File: config.mk
export PLATFORM = sky130hd
export DESIGN_NAME = gpio_ctrl
export DESIGN_NICKNAME = d
export VERILOG_FILES = /design/src/rtl/gpio_ctrl.sv
export SDC_FILE = /design/constraint.sdc
export NUM_CORES = 1
export LEC_CHECK = 0
export CORE_UTILIZATION = 55
export CTS_CLUSTER_DIAMETER = 120
export CTS_CLUSTER_SIZE = 8
export DETAILED_ROUTE_END_ITERATION = 12
export GPL_ROUTABILITY_DRIVEN = 0
export GPL_TIMING_DRIVEN = 0
export PLACE_DENSITY_LB_ADDON = 0.05
export SYNTH_ARGS = -nofsm -noshare
export SYNTH_HDL_FRONTEND = slang
export SYNTH_SLANG_ARGS = --single-unit
export TNS_END_PERCENT = 5
File: constraint.sdc
create_clock -name clk -period 3.6 [get_ports clk]
set_clock_uncertainty 0.1 [all_clocks]
set_input_delay 0.72 -clock clk [delete_from_list [all_inputs] [get_ports clk]]
set_output_delay 0.72 -clock clk [all_outputs]
set_load 0.05 [all_outputs]
File: src/rtl/gpio_ctrl.sv
// GPIO controller: register port, synchronized/debounced inputs, edge events
// and sticky W1C interrupt status with a level interrupt output.
module gpio_ctrl #(
    parameter int WIDTH    = 8,
    parameter int DEBOUNCE = 4
) (
    input  logic             clk,
    input  logic             rst,
    input  logic             wr_en,
    input  logic [2:0]       wr_addr,
    input  logic [WIDTH-1:0] wr_data,
    input  logic             rd_en,
    input  logic [2:0]       rd_addr,
    output logic [WIDTH-1:0] rd_data,
    output logic             rd_valid,
    input  logic [WIDTH-1:0] data_in,
    output logic [WIDTH-1:0] data_out,
    output logic [WIDTH-1:0] dir_ctrl,
    output logic [WIDTH-1:0] irq_event,
    output logic             irq
);

    localparam logic [7:0] DB_LIMIT = 8'(DEBOUNCE);

    logic [WIDTH-1:0] out_reg;
    logic [WIDTH-1:0] dir_reg;
    logic [WIDTH-1:0] irq_en;
    logic [WIDTH-1:0] rise_en;
    logic [WIDTH-1:0] fall_en;
    logic [WIDTH-1:0] status;

    logic [WIDTH-1:0] ff1;
    logic [WIDTH-1:0] sync;
    logic [WIDTH-1:0] debounced;
    logic [WIDTH-1:0] prev;
    logic [7:0]       cnt [WIDTH];

    logic [WIDTH-1:0] rise;
    logic [WIDTH-1:0] fall;
    logic [WIDTH-1:0] event_set;
    logic [WIDTH-1:0] status_clr;
    logic [WIDTH-1:0] rd_mux;

    assign data_out = out_reg;
    assign dir_ctrl = dir_reg;

    always_comb begin
        rise       = debounced & ~prev;
        fall       = ~debounced & prev;
        event_set  = irq_en & ((rise & rise_en) | (fall & fall_en));
        status_clr = (wr_en && (wr_addr == 3'd6)) ? wr_data : '0;
    end

    // Read mux sees register values before any same-cycle write lands.
    always_comb begin
        rd_mux = '0;
        case (rd_addr)
            3'd0:    rd_mux = out_reg;
            3'd1:    rd_mux = dir_reg;
            3'd2:    rd_mux = debounced;
            3'd3:    rd_mux = irq_en;
            3'd4:    rd_mux = rise_en;
            3'd5:    rd_mux = fall_en;
            3'd6:    rd_mux = status;
            default: rd_mux = '0;
        endcase
    end

    always_ff @(posedge clk) begin
        if (rst) begin
            out_reg <= '0;
            dir_reg <= '0;
            irq_en  <= '0;
            rise_en <= '0;
            fall_en <= '0;
        end else if (wr_en) begin
            case (wr_addr)
                3'd0:    out_reg <= wr_data;
                3'd1:    dir_reg <= wr_data;
                3'd3:    irq_en  <= wr_data;
                3'd4:    rise_en <= wr_data;
                3'd5:    fall_en <= wr_data;
                default: ;
            endcase
        end
    end

    always_ff @(posedge clk) begin
        if (rst) begin
            rd_data  <= '0;
            rd_valid <= 1'b0;
        end else begin
            rd_valid <= rd_en;
            if (rd_en) begin
                rd_data <= rd_mux;
            end
        end
    end

    // A pin is accepted only after sync has differed from debounced for DEBOUNCE cycles.
    always_ff @(posedge clk) begin
        if (rst) begin
            ff1       <= '0;
            sync      <= '0;
            debounced <= '0;
            prev      <= '0;
            for (int i = 0; i < WIDTH; i++) begin
                cnt[i] <= '0;
            end
        end else begin
            ff1  <= data_in;
            sync <= ff1;
            prev <= debounced;
            for (int i = 0; i < WIDTH; i++) begin
                if (DEBOUNCE == 0) begin
                    debounced[i] <= sync[i];
                    cnt[i]       <= '0;
                end else if (sync[i] == debounced[i]) begin
                    cnt[i] <= '0;
                end else if (cnt[i] == DB_LIMIT) begin
                    debounced[i] <= sync[i];
                    cnt[i]       <= '0;
                end else begin
                    cnt[i] <= cnt[i] + 8'd1;
                end
            end
        end
    end

    // Set beats clear when a new event and a W1C hit the same bit.
    always_ff @(posedge clk) begin
        if (rst) begin
            irq_event <= '0;
            status    <= '0;
            irq       <= 1'b0;
        end else begin
            irq_event <= event_set;
            status    <= (status & ~status_clr) | event_set;
            irq       <= |status;
        end
    end

endmodule

==> results.tsv, run 1 <==
metric	value	unit
dr.first_iter.drc_count	354	
p_int	3.15	mW
drive_gt1_share	5.20	%
r2r.worst_path.cells	7	
die_h	117	um
cp_cell_sequence	clkdlybuf4s50_1 > nand2_1 > nor3_1 > nand2_1 > a21oi_1	
port_buffers	54	
whs_path_depth	1	
clock-sinks	162	
ys_ff_latch	162	
drv_slew	0	
cp.arrival	2.73	ns
clk_latency	0.42	ns
grt_util_met2	42.4	%
holdCritPathClass	register to register	
synth_most_common_cell	nand2_1	
swShare	22.3	%
r2r-end	cnt[0][6]	
yosysTopAreaCell	dfxtp_1	
clk_pin_slew	0.06	ns
grt_first_pass_wirelength	26900	um
globalRouteMet3Util	5.25	%
antenna_cells	0	
layout.nets	932	
clockBufferDepth	2	
use_met1	34.5	%
cts_setup_buffers	0	
crit_path_top_delay_cell	nor3_1	
crit_top_cell	nand2_1	
reg2reg_from	cnt[0][0]	
cp_max_fo	8	
yosys-top-cells-area	dfxtp_1 (27%), edfxtp_1 (26%), nand2_1 (7.1%)	
p_leak	3.34	nW
detail-route-antenna-nets	0	
dr.pass1.iters	5	
grt_max_degree	17	
min_period_over_period	69.0	%
syn_avg_cell_area	9.68	um2
power_density	456	nW/um2
setup.worst_path.class	input pin to register	
vias	5704	
outcome	complete, no violations	
synthTopCellsByCount	nand2_1 (139), dfxtp_1 (98), nor2_1 (70), edfxtp_1 (64), a21oi_1 (48)	
rows	41	
drc	0	
cts_tree	done	
endpoint_kind	register	
tns	0	ns
ctsHoldBuffers	0	
htreeDepth	4	
overflow	0	
area_growth	21.7	%
coreArea	12800	um2
clkPwrFrac	44.3	%
wl_per_cell	15.8	um
ctsResizeCount	0	
post-route-util	69.5	%
antenna_found_initial	0	
cp-start-kind	input pin	
tightest_slew	1.34	ns
rsz0062_at_grt	false	
initial_utilization	57.2	%
yosysSeqAreaShare	53.2	%
ff_latch_area	3880	um2
fin_crit	2.48	ns
async_flop_share	0	%
fmax	402	MHz
holdCritStartpoint	ff1[1]	
dieWidth	117	um
syn_area	7300	um2
setup_viol	0	
hold_viol	0	
hold_end	sync[1]	
yosysTopAreaCellShare	26.9	%
syn_inst	754	
dpl.hpwl	12000	um
p_comb_share	6.3	%
routed_wl	16900	um
vias_per_cell	5.31	
peakVddDrop	0.000274	V
p_switching	904	uW
clk_root_buffer_cell	clkbuf_16	
fill_cells	1020	
grt_pass1_vias	5496	
track_usage	26.5	%
maxCapViolCount	0	
grt_busiest_layer	met2	
cp.required	3.85	ns
num_io_pins	60	
r2r_slack	1.46	ns
p_seq_share	49.5	%
cpPeakStageDelay	1.03	ns
ys.flop_type	dfxtp_1	
yosys_warnings	0	
ys_types	44	
multi_input_comb_area	3450	um2
cts_made_buffers	17	
die_area	13700	um2
synth_edf_count	64	
relSlewSlack	10.2	%
[worst max-delay path: cells and delay by family]
kind,cells,cell delay [ns]
compound gates,1,0.17
buf+inv,1,0.55
simple gates,3,1.29
[per-layer routing]
metal	wire (um)	part of all wire, %
met5	0	0
met4	409	2.4
met3	1060	6.3
met2	7890	47
met1	7580	45
[power by group through the flow]
stage / Sequential (mW) / Clock, mW / Combinational (mW)
after floorplan: 2.05 / 0 / 0.142
after global placement: 2.04 / 0 / 0.242
after detailed placement: 2.04 / 0 / 0.247
after CTS: 2.00 / 1.81 / 0.249
after global routing: 2.01 / 1.89 / 0.278
final: 2.00 / 1.79 / 0.253
[registers in the layout, summed over array words and instances (netlist names)]
signal	count
irq_en	8
irq_event	8
data_out	8
sync	8
rise_en	8
cnt	64
rd_valid	1
ff1	8
status	8
irq	1
rd_data	8
debounced	8
dir_ctrl	8
prev	8
fall_en	8
[through the flow]
step	hold WS [ns]	setup slack, ns	cell area (um2)	instances	power, mW
2_1_floorplan	0.314	1.61	7540	817	2.19
3_3_place_gp	0.325	0.897	8290	1043	2.28
3_5_place_dp	0.325	0.823	8290	1043	2.29
4_1_cts	0.339	1.11	8880	1075	4.06
5_1_grt	0.354	1.02	8880	1075	4.18
6_report	0.338	1.12	8880	1075	4.05
[kinds of logic after synthesis]
group | after synthesis | synth area share, %
other cells | 1 | 0.0514
fa+ha+maj | 16 | 2.74
buf+inv | 51 | 2.83
compound gates | 98 | 8.45
mux | 21 | 3.05
flops | 162 | 53.2
simple gates | 352 | 23.3
xor+xnor | 53 | 6.36
[placed cells by master (no fill, tap or decap), types with 2 or more instances in the layout]
| cell type | netlist | routed |
|---|---|---|
| nor4b_1 | 2 | 2 |
| nor2b_1 | 28 | 28 |
| clkinv_2 | 0 | 4 |
| a31o_2 | 8 | 8 |
| nor4_1 | 3 | 3 |
| and2_1 | 5 | 5 |
| clkbuf_1 | 14 | 17 |
| nand2b_1 | 4 | 4 |
| dfxtp_1 | 98 | 98 |
| nand3b_1 | 7 | 7 |
| clkdlybuf4s50_1 | 0 | 54 |
| conb_1 | 1 | 64 |
| a211oi_1 | 7 | 7 |
| clkinv_1 | 0 | 2 |
| buf_1 | 5 | 5 |
| a221oi_1 | 6 | 6 |
| mux2i_1 | 20 | 20 |
| bufinv_16 | 0 | 2 |
| inv_1 | 25 | 25 |
| and3_1 | 28 | 28 |
| edfxtp_1 | 64 | 64 |
| nand4b_1 | 6 | 6 |
| nor3_1 | 10 | 10 |
| o21ai_0 | 13 | 13 |
| nand4_1 | 5 | 5 |
| nor4bb_1 | 4 | 4 |
| nand2_1 | 139 | 139 |
| a21oi_1 | 48 | 48 |
| ha_1 | 16 | 16 |
| o221ai_1 | 7 | 7 |
| xor2_1 | 32 | 32 |
| nor2_1 | 70 | 70 |
| nand3_1 | 34 | 34 |
| o2bb2ai_1 | 6 | 6 |
| clkbuf_16 | 0 | 19 |
| buf_2 | 6 | 6 |
| xnor2_1 | 21 | 21 |
[cell type report]
cell class | count | share of cell area [%]
buffer | 26 | 1.27
clock buffer | 22 | 5.48
clock inverter | 10 | 1.16
inverter | 25 | 1.06
multi-input combinational | 604 | 38.8
sequential | 162 | 43.7
tap | 172 | 2.42
timing repair buffer | 54 | 6.09
[how the worst max path moves through the flow]
stage / cells after the start / end / slack, ns / startpoint
after floorplan: 7 / cnt[0][2] / 1.61 / cnt[0][0]
after global placement: 5 / rise_en[7] / 0.90 / wr_en
after detailed placement: 5 / rise_en[6] / 0.82 / wr_addr[2]
after CTS: 1 / data_out[6] / 1.11 / data_out[6]
after global routing: 5 / rise_en[3] / 1.02 / wr_addr[2]
final: 5 / rise_en[6] / 1.12 / wr_addr[2]
No activity file was read; power rests on OpenSTA's default activity.
==> run 2: changes to the inputs <==
==> constraint.sdc (replaced) <==
create_clock -name clk -period 2.5 [get_ports clk]
set_clock_uncertainty 0.1 [all_clocks]
set_input_delay 0.5 -clock clk [delete_from_list [all_inputs] [get_ports clk]]
set_output_delay 0.5 -clock clk [all_outputs]
set_load 0.05 [all_outputs]
==> results of run 2 <==
Same layout as run 1 (identical final DEF). Status: complete, no violations.
Main changes from that run: setup slack after placement 0.823 ns -> -0.0575 ns; setup slack after layout 1.12 ns -> 0.235 ns; register-to-register setup slack 1.46 ns -> 0.36 ns; total power 4.05 mW -> 5.83 mW; worst IR drop on VDD 0.000274 V -> 0.000394 V
